[config.mk]
export PLATFORM = sky130hd
export DESIGN_NAME = nbit_decoder_scan
export DESIGN_NICKNAME = d
export VERILOG_FILES = /design/src/rtl/nbit_decoder_scan.sv
export SDC_FILE = /design/constraint.sdc
export NUM_CORES = 1
export LEC_CHECK = 0
export CAP_MARGIN = 20
export CORE_MARGIN = 1
export CORE_UTILIZATION = 25
export DETAILED_ROUTE_END_ITERATION = 6
export PLACE_DENSITY = 0.48
export SKIP_LAST_GASP = 1
export SYNTH_ARGS = -nofsm -noshare
export SYNTH_HDL_FRONTEND = slang
export SYNTH_SLANG_ARGS = --single-unit
[constraint.sdc]
create_clock -name clock -period 3.2 [get_ports clock]
set_input_delay 0.64 -clock clock [delete_from_list [all_inputs] [get_ports clock]]
set_output_delay 0.64 -clock clock [all_outputs]
set_load 0.02 [all_outputs]
[src/rtl/nbit_decoder_scan.sv]
// nbit_decoder_scan: registered N-to-2^N one-hot decoder with load, step and prescaled auto-scan of its code register
module nbit_decoder_scan #(
  parameter int N = 2,
  parameter int DIV = 4
) (
  input  logic           clock,
  input  logic           reset_,
  input  logic [N-1:0]   x,
  input  logic [1:0]     cmd,
  input  logic           en,
  output logic [2**N-1:0] z,
  output logic [N-1:0]   code,
  output logic           wrap
);
  localparam int ZW = 2**N;
  localparam int CW = DIV > 1 ? $clog2(DIV) : 1;
  localparam logic [CW-1:0] LAST = CW'(DIV - 1);
  typedef enum logic [1:0] {HOLD, LOAD, STEP, SCAN} cmd_t;
  logic [CW-1:0] cnt, cnt_n;
  logic [N-1:0] code_n;
  logic tick, wrap_n;
  cmd_t c;
  always_comb begin
    c = cmd_t'(cmd);
    tick = c == STEP || (c == SCAN && cnt == LAST);
    code_n = c == LOAD ? x : tick ? code + 1'b1 : code;
    cnt_n = (c == LOAD || tick) ? '0 : c == SCAN ? cnt + 1'b1 : cnt;
    wrap_n = tick && (&code);
  end
  // z decodes the next code so it lines up with code after the same edge
  always_ff @(posedge clock) begin
    if (!reset_) begin
      code <= '0;
      cnt <= '0;
      z <= '0;
      wrap <= 1'b0;
    end else begin
      code <= code_n;
      cnt <= cnt_n;
      z <= en ? ZW'(1) << code_n : '0;
      wrap <= wrap_n;
    end
  end
endmodule

# Word level (Yosys, flattened, before mapping)
# Index checks and enable logic that the tools add are counted.
dict set report classes {
  addsub 2
  multipliers 0
  n_div 0
  n_lt_le_gt_ge 0
  eq_ne 4
  shift 1
  muxes 2
  bitwise_logic 1
  n_reduce_logical 7
}
# op count
set ops {}
lappend ops {{== test 2 bit, second input constant} 3}
lappend ops {{adder 2 x 1 -> 2 bit, second input constant} 2}
lappend ops {{2-to-1 mux 2 bit} 2}
lappend ops {{AND reduction 2 bit} 2}
lappend ops {{left shift 1 x 2 -> 4 bit, first input constant} 1}
lappend ops {{== test 2 x 1 -> 1 bit, second input constant} 1}
lappend ops {{logical AND 1 bit} 2}
lappend ops {{logical OR 1 bit} 2}
lappend ops {{OR reduction 2 bit} 1}
lappend ops {{NOT 1 bit} 1}
dict set report word_totals {
  register_bits 9
  latchBits 0
  ram_bits 0
  romBits 0
  input_bits 7
  output_inout_bits 7
  elab_cells 21
  memories 0
}

# Depth between registers and ports, before layout
dict set report depth {
  ltp_word 6
  depth_mapped 5
  ltp_nobuf 5
}

# Worst setup path before layout
# OpenSTA, ideal clock, no wires.
dict set report synth_timing {
  path_kind {input to register}
  from {input cmd[1]}
  to {register z[2]}
  setup_time_ps 78
  arrival_ps 1513
  t_required_ps 3122
  path_slack_ps 1609
  cell_stages 5
  path_buffers 1
  path_cell_list {buf_2 -> or3b_1 -> o21ai_0 -> a21oi_1 -> nor3_1}
}
dict set report synth_between {
  elab_chain_cells 6
  word_cells_on_any_way 8
  classes_between {3 x eq/ne; 1 x shift; 2 x mux; 2 x reduce/logical}
}
# element line
set synth_lines {}
lappend synth_lines {{start, declared} 9} ;# input logic [1:0] cmd,
lappend synth_lines {{== test 2 bit} 25} ;# tick = c == STEP || (c == SCAN && cnt == LAST);
lappend synth_lines {{logical AND 1 bit} 25}
lappend synth_lines {{logical OR 1 bit} 25}
lappend synth_lines {{2-to-1 mux 2 bit} 26} ;# code_n = c == LOAD ? x : tick ? code + 1'b1 : code;
lappend synth_lines {{2-to-1 mux 2 bit (*)} 26}
lappend synth_lines {{left shift 1 x 2 -> 4 bit (*)} 40} ;# z <= en ? ZW'(1) << code_n : '0;
lappend synth_lines {{end signal, assigned} 40}
lappend synth_lines {{end, declared} 11} ;# output logic [2**N-1:0] z,
# Mark *: on every way between the ends. The rest lies on a longest branch, timed or not.
# A chain may end at the register's enable or synchronous reset.

# Worst setup path in the final report
dict set report layout_timing {
  from {register code[0]}
  to {output code[0]}
}
# element line
set layout_lines {}
lappend layout_lines {{start, declared} 12} ;# output logic [N-1:0] code,
lappend layout_lines {{start signal, assigned} 38} ;# code <= code_n;
# No word-level cell between the ends.

==> results.toml <==
[die]
row_count = 14
die_x_um = 41.8
chipHeight_um = 41.8
die_area_um2 = 1750
start_util_pct = 26.6
io_pins = 14
core_area_um2 = 1490

[detailed_routing]
drtAntennaViolNets = 0
drtIter0Drc = 3
wl_per_cell_um = 11.6
dr.pass1.iters = 2
routed_wl_um = 835
drc = 0
vias_per_cell = 4.68
via_count = 337

[synth]
synth.area.top_cells = "dfxtp_1 45%, ha_1 6.3%, nor3b_2 6.3%, mux4_2 5.7%, nor2_1 4.7%"
netlist_instances = 40
yosysTopAreaCell = "dfxtp_1"
async_reset_ff_share_pct = 0
ys_types = 20
synth_most_common_cell = "dfxtp_1"
yosys_most_used_dff = "dfxtp_1"
synth_top_area_share_pct = 45.4
syn_nets = 49
ys_ff_latch = 9
ys_seq_area_share_pct = 45.4
synth_edf_count = 0
ys_top_cells_by_count = "9 x dfxtp_1, 5 x nor2_1, 3 x nand2_1"
synth_area_um2 = 397
syn_area_per_cell_um2 = 9.92
ys_warn_count = 0

[worst_setup_path]
critPathSlowestCell = "clkdlybuf4s50_1"
startpoint_type = "register"
crit_type = "reg -> out"
required_ns = 2.56
endpoint_kind = "primary output"
path_buf_inv = 1
slowest_delay_ns = 0.63
cp.arrival_ns = 1.30
cp_max_fo = 5
path_cells = "clkdlybuf4s50_1"
path_delay_family = "buffers and inverters"

[timing]
grt_setup_unrepaired = "no"
fmax_ghz = 0.516
worst_pin_slew_ns = 0.364
setup_ws_ns = 1.26
tns_ns = 0
setup_violations = 0
fin_skew_ns = 0.00290
max_slew_margin_pct = 75.6
layout_min_cycle_time_ns = 1.94
drv_slew = 0
fin_hold_ws_ns = 0.470
hold_violations = 0
fin_crit_sh_pct = 60.6

[finish]
nNetsFinal = 66
fill_cells = 140
multiInputGateArea_um2 = 208
final-seq-area_um2 = 180
drive_above_1_share_pct = 14.3
syn_to_final_growth_pct = 43.2
antenna_cells = 0

[cts]
root_buffer = "clkbuf_4"
cts_inserted_buffers = 3
cts_tree = "yes"
cts_sinks = 9
postCtsSetupRepairBufs = 0
postCtsResizedCells = 0
clkSlewWorstSetupHoldPaths_ns = 0.06
htreeDepth = 1
cts_hold_buf = 0
clkLatencyLatePin_ns = 0.26
cts_buffer_depth = 2

[power_and_ir_drop]
peakVddDrop_v = 0.000174
power_density_nw_per_um2 = 464
power_uw = 263
p_leak_nw = 0.222

[place]
io_buffers = 13
dp_slack_ns = 1.01
hpwl_um = 613
place_congestion = 0.693

[grt]
track_usage_pct = 10.8
grt_antenna_before_repair = 0
gr-total-overflow = 0
first_global_vias = 299
grt_max_degree = 11
grt_pass1_wl_um = 1330

[min_path]
hold_class = "reg -> reg"

[status]
status = "complete, no violations"

[job]
max_cap_violations = 0
==> kinds of logic (layout without fill, tap and decap cells) <==
kind of cell	after synthesis	in the layout	share of synthesized area (%)
xor+xnor	1	1	2.21
flops	9	9	45.4
mux	1	1	5.68
buf+inv	2	18	2.21
compound gates	7	7	11.4
simple gates	18	18	26.8
fa+ha+maj	2	2	6.31
==> worst register-to-register path, cell delays in order (launching register included) <==
cell and delay [ns]:
dfxtp_1 0.32, ha_1 0.25, or2_0 0.23, mux4_2 0.48, o21ai_2 0.12, nor3b_2 0.20
==> through the flow <==
| stage | area (um^2) | util (%) | cells |
|---|---|---|---|
| finish | 568 | 38.2 | 72 |
| floorplan | 397 | - | 40 |
| CTS | 568 | 38.2 | 72 |
| global route | 568 | 38.2 | 72 |
| detailed placement | 542 | 36.4 | 68 |
| global placement | 542 | 36.4 | 68 |
==> placed cells by master (no fill, tap or decap) <==
cell              n
o21ai_0           2
a21o_1            1
nand2_1           3
xor2_1            1
ha_1              2
clkdlybuf4s50_1  13
and2b_2           1
a21oi_1           2
mux4_2            1
nor3b_2           2
nand3b_1          1
o21ai_2           1
a32oi_1           1
or3b_1            1
nand3_1           2
clkbuf_1          1
nor2_1            5
clkbuf_4          3
inv_1             1
nor3_1            2
dfxtp_1           9
or2_0             1
==> final cells by class <==
class	count	share of cell area [%]
inverters	1	0.661
repair buffers	13	22.9
well taps	16	3.52
clock buffers	4	4.63
multi-input cells	29	36.6
flip-flops and latches	9	31.7
==> metal layers <==
layer | track usage [%] | vias to the layer above | wire (um) | part of all wire, %
li1 | - | 174 | - | -
met1 | 12.7 | 148 | 378 | 45
met2 | 13.8 | 11 | 362 | 43
met3 | 4.35 | 4 | 49 | 5.9
met4 | 11.6 | 0 | 44 | 5.3
met5 | 0 | - | 0 | 0
==> flip-flops by register name, summed over array words and instances (netlist names) <==
signal	flops
wrap	1
cnt	2
code	2
z	4
==> path summary, 6_finish.rpt <==
path	slack (ns)	depth (start not counted)	to	start
setup / recovery	1.26	1	code[0]	code[0]
hold / removal	0.47	2	cnt[0]	cnt[0]
setup reg to reg	1.53	5	z[1]	cnt[0]
hold reg to reg	0.47	2	cnt[0]	cnt[0]
==> report_power, final <==
part	internal, mW	switching (mW)
sequential	0.118	0.00375
combinational	0.0279	0.0256
clock	0.0481	0.0402
total	0.194	0.0696
Note: power is estimated with default switching activity, not from simulation.
==> edit 1, RTL diff (same flow settings) <==
Set the parameter `DIV` to 8 (it was 4).
--- a/src/rtl/nbit_decoder_scan.sv
+++ b/src/rtl/nbit_decoder_scan.sv
@@ -2,5 +2,5 @@
 module nbit_decoder_scan #(
   parameter int N = 2,
-  parameter int DIV = 4
+  parameter int DIV = 8
 ) (
   input  logic           clock,
Check against the original RTL: not equivalent (Yosys sat finds a counterexample within 10 cycles, from zero or initial values and one cycle with reset_ low).
==> edit 1 against the unedited design <==
Area after synthesis is 21% higher. Combinational power is 3% higher. Worst setup slack lost 160 ps. Non-clock buffer count unchanged. Sequential cell count rose by 1. Synthesized cell count rose by 15%. Routed wire length up 13%. Power is 15% higher. Design area rose by 17%. Hold slack better by 7.8 ps.
==> edit 1: results <==
power:
  vdd_drop_max_v: 0.000193
  switching_share_pct: 25.0
  p_int_mw: 0.227
  powerSeq_mw: 0.133
  power.leakage_nw: 0.262
  comb_power_mw: 0.0551
clock_network:
  cts_buffers: 3
  htree_levels: 1
  ctsResizeCount: 0
  cts_root_buf: "clkbuf_4"
  cts_buffer_depth: 2
  post_cts_buffers: 0
  clkLatencyLatePin_ps: 270
  cts.clk_slew.worst_paths_ps: 70
route:
  vias: 407
  drt_iter0_drc: 5
  dr.pass1.iters: 4
  wl_per_cell_um: 11.0
place:
  dp_slack_ps: 828
  place.port_buffers: 13
  post_dp_cell_area_sq_um: 628
  dp.cells: 82
  place.gp.congestion: 0.685
  dp_hpwl_um: 722
critical_path:
  crit_start: "cmd[0]"
  cp_max_fo: 8
  r2r_slack_ps: 1420
  crit_end: "z[3]"
  rr_startpoint: "cnt[0]"
  cpPeakStageDelay_ps: 600
  critical-path-top-delay-family: "simple AND/OR/NAND/NOR gates"
  cp.arrival_ps: 2270
synth:
  ys_seq_area_share_pct: 41.9
  syn_nets: 56
  yosys_warnings: 0
  synthTopCellsByCount: "dfxtp_1 (10), nand2_1 (4), ha_1 (3), nor2b_1 (3)"
  synth.distinct_cells: 24
  synthTopCellsByArea: "dfxtp_1 (42%), ha_1 (7.9%), o221a_4 (4.2%)"
  postSynthCellCount: 46
worst_hold_path:
  hp-start: "cnt[0]"
  hp-class: "flip-flop to flip-flop"
global_routing:
  grt_max_degree: 13
  antenna_found_initial: 0
  grt_pass1_wl_um: 1620
  grt_pass1_vias: 366
  track_usage_pct: 11.4
timing:
  relSlewSlack_pct: 63.1
  skew_ps: 2.72
  fin_crit_sh_pct: 65.5
cells_and_area:
  final_nets: 72
  top_regs: "z x4, cnt x3, code x2"
  layout.cells.non_filler: 86
  fillCellCount: 194
  drive_gt1_share_pct: 11.5
status:
  status: "finished, final reports clean"
[edit 1: final cells by class]
cell class | instances | area [sq um] | share of cell area, %
sequential | 10 | 200 | 30.1
multi-input combinational | 32 | 259 | 39.0
tap | 25 | 31.3 | 4.71
timing repair buffer | 13 | 130 | 19.6
inverter | 2 | 7.51 | 1.13
clock buffer | 4 | 36.3 | 5.46
[edit 1: how the worst min path moves through the flow]
stage,to,slack [ps],depth (start not counted)
after floorplan,cnt[0],450,2
after global placement,cnt[0],470,2
after detailed placement,cnt[0],470,2
after CTS,cnt[0],480,2
after global routing,cnt[0],520,2
final,cnt[0],480,2
[edit 1: kinds of logic after synthesis]
| logic type | synth area share (%) |
|---|---|
| buffers and inverters | 3.93 |
| and+or+nand+nor | 23.0 |
| muxes | 5.23 |
| DFF | 41.9 |
| AOI/OAI and AO/OA | 18.1 |
| adders and majority gates | 7.85 |
[edit 1: metal layers]
metal	share of wire [%]	GRT usage [%]
met5	0	0
met4	4.8	10.6
met3	3.6	2.38
met2	42	16.0
met1	49	14.4
==> edit 2, RTL diff (same settings) <==
Without the edit above. Make the reset (`reset_`) asynchronous in one clocked block.
--- a/src/rtl/nbit_decoder_scan.sv
+++ b/src/rtl/nbit_decoder_scan.sv
@@ -29,5 +29,5 @@
   end
   // z decodes the next code so it lines up with code after the same edge
-  always_ff @(posedge clock) begin
+  always_ff @(posedge clock or negedge reset_) begin
     if (!reset_) begin
       code <= '0;
Behaviour: differs if reset_ is asserted again (counterexample within 4 cycles, from zero or initial values and one cycle with reset_ low); with reset_ held inactive, the same outputs for 10 cycles.
==> edit 2 against the unedited design <==
Worst setup slack worse by 86 ps. Area after synthesis grew 15%. Non-clock buffer count unchanged. Design area is 11% higher. Clock skew is essentially flat. Sequential cell count stayed put. Power up 25%. Routed wire length shrank 1.8%.
==> edit 2: results <==
place:
  dp_hpwl_um: 613
  post_dp_cell_area_sq_um: 606
  dp_slack_ps: 908
  place.gp.congestion: 0.721
global_routing:
  grt_pass1_vias: 312
  grt_max_degree: 12
  track_usage_pct: 9.75
worst_hold_path:
  hp-start: "cnt[1]"
  min_to: "cnt[1]"
synth:
  synthTopCellsByCount: "dfrtp_1 (9), nand2_1 (5), inv_1 (3)"
  synth_fa_ha_area_share_pct: 5.49
  ys_seq_area_share_pct: 49.5
  synthXorXnorAreaFrac_pct: 1.92
  muxShareOfSynthArea_pct: 3.30
  yosys_most_used_dff: "dfrtp_1"
  syn_nets: 48
  synth-compound-area-share_pct: 13.2
  async_reset_ff_share_pct: 100
  synth.distinct_cells: 22
power:
  vdd_drop_max_v: 0.000242
  power.leakage_nw: 0.282
  switching_share_pct: 30.0
timing:
  skew_ps: 3.18
route:
  drt_iter0_drc: 5
  vias: 324
  wirelength_um: 820
critical_path:
  cp_max_fo: 11
  cp.arrival_ps: 2170
  rr_startpoint: "cnt[0]"
  r2r_slack_ps: 1610
  r2r-end: "z[2]"
cells_and_area:
  drive_gt1_share_pct: 20.0
  final_nets: 65
status:
  status: "finished, final reports clean"
edit 2: cell types whose count changed after synthesis, moves of 2 or more:
cell	change
a21oi_1	-2
dfrtp_1	+9
dfxtp_1	-9
inv_1	+2
nand2_1	+2
nand3_1	-2
nor2_1	-4
o22ai_1	+2
edit 2: cells by family (layout without fill, tap and decap cells):
group	after synthesis	in the layout
flops	9	9
compound gates	7	7
buf+inv	4	20
xor+xnor	1	1
simple gates	15	15
mux	1	1
fa+ha+maj	2	2
edit 2: through the flow:
step	hold WS, ps	utilization (%)	instances
after floorplan	344	-	39
after detailed placement	472	35.5	76
after CTS	487	37.0	80
after global routing	510	37.0	80
after global placement	479	35.5	76
final	481	37.0	80
edit 2: routing by layer:
layer	routed length, um	up-vias	share of wire (%)	GRT usage [%]
li1	-	166	-	-
met1	408	152	50	12.2
met2	378	6	46	14.4
met3	33	0	4.0	4.90
met4	0	0	0	3.64
met5	0	-	0	0
edit 2: cell type report:
cell class / count / area, sq um
flip-flops and latches: 9 / 225
clock buffers: 4 / 26.3
inverters: 3 / 11.3
multi-input cells: 26 / 208
fillers: 177 / 1080
well taps: 25 / 31.3
repair buffers: 13 / 130
edit 2: worst max-delay path: stages:
cell and delay, ps:
clkdlybuf4s50_1 690, or3b_1 380, o21ai_1 150, a21oi_4 110, and3_1 200
edit 2: worst max path at each step:
stage          endpoint  slack (ps)  startpoint  depth (start not counted)
2_1_floorplan      z[2]        1620     code[0]                          5
3_3_place_gp       z[2]         890      cmd[1]                          5
3_5_place_dp       z[2]         910      cmd[1]                          5
4_1_cts            z[2]        1180      cmd[1]                          5
5_1_grt            z[2]        1090      cmd[1]                          5
6_report           z[2]        1170      cmd[1]                          5
edit 2: power groups by stage:
| stage | Clock [mW] | Combinational, mW | Sequential (mW) |
|---|---|---|---|
| after global routing | 0.0967 | 0.115 | 0.139 |
| after detailed placement | 0 | 0.107 | 0.140 |
| after CTS | 0.0911 | 0.108 | 0.138 |
| after floorplan | 0 | 0.0508 | 0.154 |
| final | 0.0859 | 0.107 | 0.137 |
| after global placement | 0 | 0.108 | 0.140 |
